[src/rtl/square_voice_ctrl.sv]
// Per-voice controller for one DDS square channel: note-on/note-off command intake
// and a tick-paced attack/sustain/release volume envelope.
module square_voice_ctrl #(
    parameter int PHASE_WIDTH = 32,
    parameter int VOL_WIDTH   = 6,
    parameter int STEP_WIDTH  = 4
) (
    input  logic                   clk,
    input  logic                   rst_active_low,
    input  logic                   tick,
    input  logic                   cmd_valid,
    output logic                   cmd_ready,
    input  logic                   cmd_note_on,
    input  logic [PHASE_WIDTH-1:0] cmd_freq_word,
    input  logic [VOL_WIDTH-1:0]   cmd_target_vol,
    input  logic [STEP_WIDTH-1:0]  attack_step,
    input  logic [STEP_WIDTH-1:0]  release_step,
    output logic [PHASE_WIDTH-1:0] freq_word,
    output logic [VOL_WIDTH-1:0]   vol,
    output logic                   phase_rst,
    output logic [2:0]             state,
    output logic                   active
);

    // Envelope arithmetic is done one bit wider than vol so attack sums never wrap.
    localparam int EW = VOL_WIDTH + 1;

    typedef enum logic [2:0] {
        ST_IDLE    = 3'd0,
        ST_LOAD    = 3'd1,
        ST_ATTACK  = 3'd2,
        ST_SUSTAIN = 3'd3,
        ST_RELEASE = 3'd4
    } state_e;

    state_e                 state_q, state_d;
    logic [PHASE_WIDTH-1:0] freq_q, freq_d;
    logic [VOL_WIDTH-1:0]   vol_q, vol_d;
    logic [VOL_WIDTH-1:0]   target_q, target_d;
    logic                   prst_q, prst_d;

    logic                   accept;
    logic [EW-1:0]          atk_ext;
    logic [EW-1:0]          rel_ext;
    logic [EW-1:0]          vol_ext;
    logic [EW-1:0]          tgt_ext;
    logic [EW-1:0]          atk_sum;
    logic [EW-1:0]          rel_diff;

    // Valid/ready: a command is consumed on every rising edge where cmd_valid and
    // cmd_ready are both high; cmd_ready drops only during the one-cycle LOAD state.
    assign cmd_ready = (state_q != ST_LOAD);
    assign accept    = cmd_valid & cmd_ready;

    assign atk_ext  = EW'(attack_step);
    assign rel_ext  = EW'(release_step);
    assign vol_ext  = EW'(vol_q);
    assign tgt_ext  = EW'(target_q);
    assign atk_sum  = vol_ext + atk_ext;
    assign rel_diff = vol_ext - rel_ext;

    always_ff @(posedge clk or negedge rst_active_low) begin
        if (!rst_active_low) begin
            state_q  <= ST_IDLE;
            freq_q   <= '0;
            vol_q    <= '0;
            target_q <= '0;
            prst_q   <= 1'b0;
        end else begin
            state_q  <= state_d;
            freq_q   <= freq_d;
            vol_q    <= vol_d;
            target_q <= target_d;
            prst_q   <= prst_d;
        end
    end

    always_comb begin
        state_d  = state_q;
        freq_d   = freq_q;
        vol_d    = vol_q;
        target_d = target_q;
        prst_d   = 1'b0;

        // An accepted command always takes priority; a coincident tick is dropped.
        if (accept && cmd_note_on) begin
            state_d  = ST_LOAD;
            freq_d   = cmd_freq_word;
            target_d = cmd_target_vol;
            vol_d    = '0;
            prst_d   = 1'b1;
        end else if (accept) begin
            if (state_q == ST_ATTACK || state_q == ST_SUSTAIN) begin
                state_d = ST_RELEASE;
            end
        end else begin
            case (state_q)
                ST_LOAD: begin
                    state_d = ST_ATTACK;
                end
                ST_ATTACK: begin
                    if (tick) begin
                        if (attack_step == '0 || atk_sum >= tgt_ext) begin
                            vol_d   = target_q;
                            state_d = ST_SUSTAIN;
                        end else begin
                            vol_d = atk_sum[VOL_WIDTH-1:0];
                        end
                    end
                end
                ST_RELEASE: begin
                    if (tick) begin
                        if (release_step == '0 || vol_ext <= rel_ext) begin
                            vol_d   = '0;
                            state_d = ST_IDLE;
                        end else begin
                            vol_d = rel_diff[VOL_WIDTH-1:0];
                        end
                    end
                end
                default: begin
                end
            endcase
        end
    end

    assign freq_word = freq_q;
    assign vol       = vol_q;
    assign phase_rst = prst_q;
    assign state     = state_q;
    assign active    = (state_q != ST_IDLE);

endmodule

[config.mk]
export PLATFORM = sky130hd
export DESIGN_NAME = square_voice_ctrl
export DESIGN_NICKNAME = d
export VERILOG_FILES = /design/src/rtl/square_voice_ctrl.sv
export SDC_FILE = /design/constraint.sdc
export NUM_CORES = 1
export LEC_CHECK = 0
export ABC_CLOCK_PERIOD_IN_PS = 8650
export CORE_MARGIN = 3
export CORE_UTILIZATION = 48
export CTS_CLUSTER_DIAMETER = 60
export DETAILED_ROUTE_END_ITERATION = 6
export PLACE_DENSITY = 0.85
export REMOVE_ABC_BUFFERS = 1
export SKIP_CTS_REPAIR_TIMING = 1
export SLEW_MARGIN = 20
export SYNTH_ARGS = -nofsm -noshare
export SYNTH_HDL_FRONTEND = slang
export SYNTH_SLANG_ARGS = --single-unit
[constraint.sdc]
create_clock -name clk -period 8.65 [get_ports clk]
set_input_delay 0.865 -clock clk [delete_from_list [all_inputs] [get_ports clk]]
set_output_delay 0.865 -clock clk [all_outputs]
set_load 0.05 [all_outputs]
==> results of run 1 <==
per-layer routing:
metal  vias to the layer above  track usage (%)
met4                         0            5.574
met2                        82            33.72
met3                         6            11.74
li1                       1014                -
met5                         -                0
met1                      1001            22.76
placed cells by master (no fill, tap or decap), types with 2 or more instances in the layout:
| cell | instances |
|---|---|
| a22oi_1 | 3 |
| a211oi_2 | 2 |
| mux2_2 | 33 |
| clkbuf_8 | 5 |
| xnor2_1 | 2 |
| xor2_1 | 4 |
| a21oi_1 | 13 |
| dfrtp_1 | 48 |
| nand2_1 | 12 |
| o21ai_0 | 13 |
| ha_1 | 14 |
| a211oi_1 | 4 |
| a31oi_1 | 3 |
| clkdlybuf4s50_1 | 93 |
| fa_1 | 2 |
| nor4_1 | 2 |
| nor2_1 | 16 |
| inv_1 | 16 |
| nand2b_1 | 3 |
| nor3b_1 | 3 |
| and3_2 | 2 |
| and3_1 | 2 |
| nor2b_1 | 3 |
stage by stage:
stage,setup slack [ps],cells
2_1_floorplan,4948,223
3_3_place_gp,4278,387
3_5_place_dp,4143,387
4_1_cts,4457,395
5_1_grt,4213,395
6_report,4399,395
power groups by stage:
stage	clock [mW]	sequential [mW]	combinational [mW]
2_1_floorplan	0	0.662	0.311
3_3_place_gp	0	0.387	0.842
3_5_place_dp	0	0.394	0.862
4_1_cts	0.165	0.390	0.868
5_1_grt	0.173	0.404	0.922
6_report	0.159	0.390	0.865
critical path, delay by kind of cell:
| kind | cells | cell delay [ps] |
|---|---|---|
| AOI/OAI and AO/OA | 7 | 1760 |
| adders and majority gates | 3 | 850 |
| buffers and inverters | 2 | 530 |
| and+or+nand+nor | 1 | 180 |
| xor gates and xnor gates | 1 | 220 |
state kept, by name, summed over array words and instances, names as in the netlist:
register	flops
state	3
phase_rst	1
vol	6
target_q	6
freq_word	32
layout make-up:
type | count | area, um2
Clock inverter | 2 | 35.03
Timing Repair Buffer | 94 | 938.4
Multi-Input combinational cell | 159 | 1271
Sequential cell | 48 | 1201
Clock buffer | 6 | 72.57
Inverter | 16 | 60.06
Tap cell | 70 | 87.58
Fill cell | 368 | 1506
kinds of logic after synthesis:
kind of cell               count (synthesis)  synth area share (%)
DFF                                       48                 46.02
buffers and inverters                     27                 5.321
muxes                                     34                 14.62
adders and majority gates                 16                 8.246
and+or+nand+nor                           52                 10.50
AOI/OAI and AO/OA                         51                 13.28
xor gates and xnor gates                   6                 2.013
final timing paths:
check,from,to,cells after the start
hold / removal,freq_word[29],freq_word[29],1
hold reg to reg,freq_word[29],freq_word[29],1
setup reg to reg,vol[0],state[0],13
min in group asynchronous,rst_active_low,freq_word[19],1
setup / recovery,attack_step[0],state[0],14
max in group asynchronous,rst_active_low,target_q[2],1
cells in the mapped netlist (2+ instances only):
cell type	count
xnor2_1	2
buf_6	4
a211oi_2	2
ha_1	14
a22oi_1	3
a21oi_1	13
nand2_1	12
nor3b_1	3
mux2_2	33
a31oi_1	3
o21ai_0	13
nor4_1	2
clkbuf_1	3
dfrtp_1	48
buf_2	3
and3_1	3
fa_1	2
inv_1	16
a211oi_1	4
nand2b_1	3
xor2_1	4
nor2b_1	3
nor2_1	16
==> impl_metrics.ini, run 1 <==
[global_route]
grt_pass1_wl_um = 10180
overflow = 0
grt.total_usage_pct = 20.52
antenna_found_initial = 0
grt_pass1_vias = 2254
grt_start_max_net_pins = 49

[synth]
ys.flop_type = dfrtp_1
ys_ff_latch = 48
synth.avg_cell_area_um2 = 11.15
netlist_area_um2 = 2610
synthArstFlopShare_pct = 100.0
yosys_warnings = 0
synthTopCellsByArea = dfrtp_1 (46%), mux2_2 (14%), ha_1 (6.7%), a21oi_1 (2.5%), o21ai_0 (2.5%)
synth_top_area_share_pct = 46.02
synth_top_cell_by_area = dfrtp_1
synth_cell_types = 48
ys_seq_area_share_pct = 46.02
synth_edf_count = 0
synth_cells = 234

[floorplanning]
dieWidth_um = 79.74
io_pins = 95
die_y_um = 79.74
row_count = 26
start_util_pct = 50.46
fp.coreArea_um2 = 5172
die_area_um2 = 6358

[placed_design]
io_buffers = 94
globalplace.congestion = 0.8816
post-dp-hpwl_um = 4614
placedInstanceArea_um2 = 3556

[routing]
wl_per_cell_um = 15.39
via_count = 2103
first_pass_iters = 4
first_iter_violations = 85
drt_wl_total_um = 6080
drt_drc_violations_left = 0
route.met2.wl_um = 2868
routed_via_density = 5.324
top_layer = met4
final_antenna_net_count = 0
wl_met3_um = 763
wl_met1_um = 2385

[power_and_ir_drop]
p_leak_nw = 1.560
power_switching_mw = 0.6817
internal_power_mw = 0.7323
power.share.clock_pct = 11.2
p_seq_share_pct = 27.6
combPwrFrac_pct = 61.2
swShare_pct = 48.21
vdd_ir_drop_max_mv = 0.2429
power.total_mw = 1.414
pwr_density_cell_nw_per_um2 = 385.7

[cts]
root_buffer = clkbuf_8
cts_tree = done
clockBufferDepth = 2
clock_latency_ps = 300
cts.sinks = 48
clk_pin_slew_ps = 90
h-tree-depth = 2
numCtsBuffers = 5

[timing]
slew_viol_final = 0
skew_ps = 4.511
hold_viol_final = 0
max_freq_mhz = 235.3
slew_headroom_pct = 37.14
fin_setup_tns_ps = 0
rsz0062_at_grt = no
worst_pin_slew_ps = 943.0
hold_slack_ps = 508.6
fin_crit_sh_pct = 49.14
min_period_ps = 4251
setup_viol = 0

[cells_and_area]
drive_gt1_share_pct = 16.00
design_area_um2 = 3666
nets = 391
antenna_cells = 0
fin_util_pct = 70.88
area_growth_pct = 40.46

[critical_path]
critical_path_class = in2reg
crit_chain = clkdlybuf4s50_1 -> ha_1 -> inv_1 -> fa_1 -> nand2b_1 -> a21oi_1 -> xor2_1 -> ha_1 -> a21o_1 -> a211o_1 -> a211oi_2 -> o31ai_1 -> a31oi_1 -> a31oi_1
rrSetupSlack_ps = 5030
critical-path-max-stage-delay_ps = 660
worstPathRequired_ps = 8810
startpoint_type = input pin
cp-end-kind = register
slowest_stage = a211oi_2
worstPathArrival_ps = 4410
path_max_fanout = 12

[outcome]
status = complete, no violations

[hold_path]
hold_path.class = reg2reg

[flow_run]
drv_cap = 0
No activity file was read; power rests on OpenSTA's default activity.
==> run 2: changes to the inputs <==
--- a/config.mk
+++ b/config.mk
@@ -5,12 +5,12 @@
 export SDC_FILE = /design/constraint.sdc
 export NUM_CORES = 1
 export LEC_CHECK = 0
-export ABC_CLOCK_PERIOD_IN_PS = 8650
+export ABC_CLOCK_PERIOD_IN_PS = 4000
 export CORE_MARGIN = 3
-export CORE_UTILIZATION = 48
+export CORE_UTILIZATION = 45
 export CTS_CLUSTER_DIAMETER = 60
 export DETAILED_ROUTE_END_ITERATION = 6
-export PLACE_DENSITY = 0.85
+export PLACE_DENSITY = 0.81
 export REMOVE_ABC_BUFFERS = 1
 export SKIP_CTS_REPAIR_TIMING = 1
 export SLEW_MARGIN = 20
==> constraint.sdc (replaced) <==
create_clock -name clk -period 4 [get_ports clk]
set_input_delay 0.4 -clock clk [delete_from_list [all_inputs] [get_ports clk]]
set_output_delay 0.4 -clock clk [all_outputs]
set_load 0.05 [all_outputs]
==> run 2 against run 1 <==
Net effect: non-clock buffer count rose by 2; core utilization is 4.5 points lower; cell area is 0.85% higher; highest routed layer unchanged.
==> impl_metrics.ini, run 2 (synthesized netlist as in run 1, its figures left out) <==
[routing]
wl_per_cell_um = 15.16
first_pass_iters = 4
drt_drc_violations_left = 0
first_iter_violations = 50
drt_wl_total_um = 6047
via_count = 2091
final_antenna_net_count = 0
routed_via_density = 5.241

[timing]
fin_ws_ps = 562.3
min_period_ps = 3438
fin_setup_tns_ps = 0
skew_ps = 4.173
worst_pin_slew_ps = 607.7
rsz0062_at_grt = no
max_freq_mhz = 290.9
hold_viol_final = 0
fin_crit_sh_pct = 85.94
setup_viol = 0
slew_viol_final = 0
slew_headroom_pct = 59.48

[placed_design]
io_buffers = 94
pre_cts_ws_ps = 275.4
post-dp-hpwl_um = 4675
globalplace.congestion = 0.8909
placedInstanceArea_um2 = 3573

[cts]
h-tree-depth = 2
clock_latency_ps = 290
cts.sinks = 48
numCtsBuffers = 5
clockBufferDepth = 2
root_buffer = clkbuf_8
cts_tree = done
clk_pin_slew_ps = 90

[hold_path]
hold_path.class = in2async

[cells_and_area]
layout_common_cells = clkdlybuf4s50_1 (93), dfrtp_1 (48), mux2_2 (33)
nets = 393
drive_gt1_share_pct = 16.82
final_common_cell = clkdlybuf4s50_1
largest_reg_flops = 32
area_growth_pct = 41.66
design_area_um2 = 3697
antenna_cells = 0
fin_util_pct = 66.33

[floorplanning]
start_util_pct = 46.82
fp.coreArea_um2 = 5574
dieWidth_um = 82.16
die_area_um2 = 6749
row_count = 27
die_y_um = 82.16
io_pins = 95

[critical_path]
worstReg2RegEnd = state[0]
rrSetupSlack_ps = 720
path_max_fanout = 12
critical_path_class = in2reg
cp-end-kind = register
reg2reg_from = vol[0]
rr_worst_depth = 14
worstPathArrival_ps = 3600
startpoint_type = input pin
worstPathRequired_ps = 4160

[global_route]
grt.total_usage_pct = 19.25
grt_pass1_wl_um = 9887
antenna_found_initial = 0
grt_start_max_net_pins = 49
grt_pass1_vias = 2129
overflow = 0

[power_and_ir_drop]
vdd_ir_drop_max_mv = 0.4854
p_leak_nw = 1.576
pwr_density_cell_nw_per_um2 = 835.0
power.total_mw = 3.087

[flow_run]
drv_cap = 0

[outcome]
status = complete, no violations
run 2: cell count changes in the layout (fill, tap and decap cells not counted), sizes merged:
cell	change
buf	+2
run 2: how the worst max path moves through the flow:
| stage | slack [ps] | to | startpoint | cells after the start |
|---|---|---|---|---|
| after floorplan | 410 | state[0] | vol[0] | 13 |
| final | 560 | state[0] | attack_step[0] | 15 |
| after detailed placement | 280 | state[0] | attack_step[0] | 15 |
| after global routing | 320 | state[0] | attack_step[0] | 15 |
| after CTS | 600 | state[0] | attack_step[0] | 15 |
| after global placement | 420 | state[0] | attack_step[0] | 15 |
run 2: power breakdown:
part	switching, mW	internal [mW]	leakage, nW
sequential	0.160	0.681	0.580
clock	0.162	0.204	0.0614
combinational	1.15	0.732	0.935
run 2: per-layer routing:
layer	GRT usage [%]	vias up	share of wire, %
met5	0	-	0
met4	6.478	0	1.5
met3	10.30	8	11
met2	30.05	74	47
met1	22.65	999	40
li1	-	1010	-
run 2: cell type report:
type / instances / area (um2)
Fill cell: 454 / 1877
Multi-Input combinational cell: 159 / 1271
Sequential cell: 48 / 1201
Timing Repair Buffer: 96 / 953.4
Tap cell: 72 / 90.09
Clock buffer: 6 / 82.58
Inverter: 16 / 60.06
Clock inverter: 2 / 38.79
run 2: per-stage QoR:
| step | hold slack, ps | std cells |
|---|---|---|
| global placement | 488.6 | 391 |
| global route | 136.9 | 399 |
| detailed placement | 494.5 | 391 |
| finish | 103.8 | 399 |
| CTS | 319.0 | 399 |
| floorplan | 104.4 | 223 |
run 2: critical path: stages:
cell and delay (ps):
clkdlybuf4s50_1 480, ha_1 170, inv_1 60, fa_1 410, nand2b_1 180, a21oi_1 160, xor2_1 200, ha_1 270
a21o_1 160, a211o_1 300, a211oi_2 190, buf_4 210, o31ai_1 130, a31oi_1 210, a31oi_1 70
==> RTL change 1 (config.mk and constraints of run 2) <==
`VOL_WIDTH`: 6 -> 3.
--- a/src/rtl/square_voice_ctrl.sv
+++ b/src/rtl/square_voice_ctrl.sv
@@ -2,7 +2,7 @@
 // and a tick-paced attack/sustain/release volume envelope.
 module square_voice_ctrl #(
     parameter int PHASE_WIDTH = 32,
-    parameter int VOL_WIDTH   = 6,
+    parameter int VOL_WIDTH   = 3,
     parameter int STEP_WIDTH  = 4
 ) (
     input  logic                   clk,
Ports: changed (resized cmd_target_vol and vol); port bits go from 95 to 89. The function was not compared with the original's and may differ.
==> RTL change 1 against run 2 <==
  * Fmax rose by 11%
  * Hold slack improved by 0.13 ns
  * Routed wire length fell by 8.1%
  * Area after synthesis fell by 11%
  * Power fell by 0.54%
  * Register-to-register slack improved by 0.31 ns
  * Critical path depth fell by 5
  * Sequential cell count fell by 6
  * Utilization rose by 2.4 points
  * Highest routed layer unchanged
  * Final area fell by 9.9%
  * Worst setup slack improved by 0.34 ns
  * Count of clock-buffer cells in the layout did not move
==> RTL change 1: results (changes against run 2) <==
sequential area share after synthesis=45.43% (-0.59 points); Comb power frac=63.1% (+2.2 points); Post-Layout Cell Count=329 (-18%); Worst Path Max Fanout=4 (-8); Commonest cells post-synth=42 x dfrtp_1, 34 x mux2_4, 12 x inv_1; share of cells above drive strength 1=20.99% (+4.2 points); dpl hpwl=4021 um (-14%); largest net degree at the start of global routing=43 (-12%); cts bufs inserted=5 (unchanged); area post-placement=3219 sq um (-9.9%); clock share of power=11.3% (-0.6 points); Synth cell types=44 (-8.3%); Tot GR Track Use=19.14% (-0.11 points); clk buf depth=2 (unchanged); number of buffers added on ports=88 (-6.4%); DR vias=1680 (-20%); Power Dens Cells=921.6 nW/um^2 (+10%); routed length per instance=16.89 um (+11%); Placement Setup Slack=0.6663 ns (+0.3910 ns); cell depth of the worst flop-to-flop path=9 (-5); vias in the first global route=1816 (-15%); Sw Ratio=46.92% (-0.69 points); worst vdd ir=0.5152 mV (+6.1%); Layout fillers=366 (-19%); status=complete, no violations; placed cells=322 (-18%); Final Skew=0.006562 ns (+0.002389 ns); final worst path period share=77.39% (-8.6 points); syn avg cell area=13.37 sq um (+20%); Area contributors post-synth=dfrtp_1 45%, mux2_4 22%, ha_1 4.9%, buf_6 2.9%, inv_1 1.9%; RePlAce Congestion=0.8700 (-2.3%)
-- RTL change 1: changes by cell type in the layout (fill, tap and decap cells not counted), moves of 4 or more --
cell	run 2	this run
dfrtp_1	48	42
clkdlybuf4s50_1	93	87
ha_1	14	9
mux2_4	0	34
a21oi_1	13	7
mux2_2	33	0
nor3_1	1	6
o21ai_0	13	1
inv_1	16	12
nor2_1	16	2
-- RTL change 1: area by class of cell --
cell class                 instances  area [sq um]  share of cell area, %
multi-input combinational        111          1149                  34.47
timing repair buffer              90         890.9                  26.74
clock buffer                       6         82.58                  2.478
inverter                          12         45.04                  1.352
clock inverter                     1         30.03                 0.9012
tap                               67         83.83                  2.516
sequential                        42          1051                  31.54
-- RTL change 1: worst max-delay path, stage by stage --
cell	delay, ns
clkdlybuf4s50_1	0.44
ha_1	0.26
fa_1	0.39
xor2_1	0.25
ha_1	0.32
a21o_1	0.20
a31oi_2	0.22
o21ai_2	0.15
mux2_4	0.31
a221o_1	0.34
-- RTL change 1: logic make-up (layout without fill, tap and decap cells) --
group	count (synthesis)	count (layout)	share of synthesized area (%)
AOI/OAI and AO/OA	26	26	9.356
buffers and inverters	20	109	5.245
DFF	42	42	45.43
adders and majority gates	11	11	6.598
muxes	36	36	22.93
and+or+nand+nor	36	36	9.681
xor gates and xnor gates	2	2	0.7573
-- RTL change 1: layer usage --
metal / wire (um) / vias to the layer above / GRT usage (%)
li1: - / 792 / -
met2: 2935 / 47 / 32.88
met5: 0 / - / 0
met1: 2209 / 832 / 22.46
met4: 128 / 0 / 9.075
met3: 284 / 9 / 4.408
==> RTL change 2 (config.mk and constraints of run 2) <==
Without the edit above. Make the reset (`rst_active_low`) synchronous in one clocked block.
--- a/src/rtl/square_voice_ctrl.sv
+++ b/src/rtl/square_voice_ctrl.sv
@@ -59,7 +59,7 @@
     assign atk_sum  = vol_ext + atk_ext;
     assign rel_diff = vol_ext - rel_ext;
 
-    always_ff @(posedge clk or negedge rst_active_low) begin
+    always_ff @(posedge clk) begin
         if (!rst_active_low) begin
             state_q  <= ST_IDLE;
             freq_q   <= '0;
Check against the original RTL: differs if rst_active_low is asserted again (counterexample within 4 cycles, from zero or initial values and one cycle with rst_active_low low); with rst_active_low held inactive, the same outputs for 10 cycles.
==> RTL change 2 against run 2 <==
  * Routed wire length increased by 10%
  * Register-to-register slack got worse by 0.08 ns
  * Worst setup slack got worse by 0.15 ns
  * Hold slack improved by 0.36 ns
  * Final area decreased by 2.8%
  * Sequential share of layout area decreased by 5.7 points
  * Sequential cell count unchanged
  * Area after synthesis decreased by 3.3%
  * Cell count increased by 17%
  * Critical path type unchanged
Power is not compared: it rests on default switching activity, and its combinational part moved more than twofold at a synthesized area within 25%.
==> RTL change 2: results (changes against run 2) <==
status=complete, no violations; vias per std cell=5.176 (-1.2%); WP data arrival=3.76 ns (+0.16 ns); Commonest cells post-synth=83 x nand2_1, 48 x dfxtp_1, 38 x a21boi_0; asr flop ratio synth=0% (-100 points); routed length per instance=14.32 um (-5.5%); DRT iter0 DRCs=121 (+140%); post-synthesis mux area share=2.380% (-12 points); Placement Setup Slack=0.1078 ns (-0.1676 ns); final worst path period share=89.73% (+3.8 points); critical path's largest stage delay=0.43 ns (-0.05 ns); Synth cell types=42 (-13%); cell depth of the worst flop-to-flop path=13 (-1); dpl hpwl=5004 um (+7.1%); Layout fillers=457 (+0.66%); Final Skew=0.005958 ns (+0.001785 ns); Post-Synthesis Cells=306 (+31%); Compound-Gate Fraction of Synth Area=21.17% (+7.9 points); launch point of the worst reg-to-reg path=vol[0]; hold crit path type=reg -> reg; largest net degree at the start of global routing=43 (-12%); Worst Path Max Fanout=5 (-7); crit path to=vol[0]; FF-to-FF setup slack=0.64 ns (-0.08 ns); Max-slew headroom=64.14% (+4.7 points); sequential area share after synthesis=38.08% (-7.9 points); htree depth=2 (unchanged); vias in the first global route=2414 (+13%); share of cells above drive strength 1=4.293% (-13 points); Main synth FF type=dfxtp_1; first-pass GRT wire length=11050 um (+12%); RePlAce Congestion=0.7943 (-11%); placed cells=459 (+17%); Area contributors post-synth=dfxtp_1 38%, nand2_1 12%, a21boi_0 11%, ha_1 6.9%, a21oi_1 2.2%; Synth Area in Adders=8.528% (+0.28 points); Tot GR Track Use=21.38% (+2.1 points); Total Wirelength=6675 um (+10%)
==> RTL change 2: worst min-delay path: stages, from the launching register on <==
cell	delay, ns
dfxtp_1	0.31
nand2_1	0.04
a21boi_0	0.06
==> RTL change 2: cell families (layout without fill, tap and decap cells) <==
kind of cell | count (synthesis) | after routing
compound gates | 74 | 74
xor+xnor | 6 | 6
fa+ha+maj | 16 | 16
buf+inv | 29 | 119
flops | 48 | 48
mux | 5 | 5
simple gates | 128 | 128
==> RTL change 2: where the power goes <==
| part | internal (W) | total, W | switching, W |
|---|---|---|---|
| combinational | 0.000139 | 0.000316 | 0.000177 |
| clock | 0.000119 | 0.000269 | 0.000150 |
| sequential | 0.000500 | 0.000516 | 0.0000157 |
| total | 0.000758 | 0.00110 | 0.000343 |
==> RTL change 2: stage by stage <==
| step | area (sq um) | util [%] | total power, W | hold slack, ns |
|---|---|---|---|---|
| 5_1_grt | 3593 | 68.19 | 0.001154 | 0.4856 |
| 3_5_place_dp | 3516 | 66.71 | 0.0008439 | 0.4558 |
| 6_report | 3593 | 68.19 | 0.001101 | 0.4629 |
| 3_3_place_gp | 3516 | 66.71 | 0.0008366 | 0.4484 |
| 4_1_cts | 3593 | 68.19 | 0.001112 | 0.4674 |
| 2_1_floorplan | 2457 | - | 0.0007094 | 0.4434 |
==> RTL change 2: routing by layer <==
layer | up-vias | track usage [%] | routed length, um
met5 | - | 0 | 0
met4 | 0 | 7.601 | 172
met3 | 16 | 10.53 | 775
met2 | 99 | 34.15 | 2904
met1 | 1078 | 24.76 | 2822
li1 | 1219 | - | -
==> RTL change 2: area by class of cell <==
class	count	share of cell area, %
clock buffers	6	2.019
clock inverters	1	0.1393
inverters	14	1.462
multi-input cells	229	40.18
flip-flops and latches	48	26.74
well taps	70	2.437
repair buffers	98	27.02
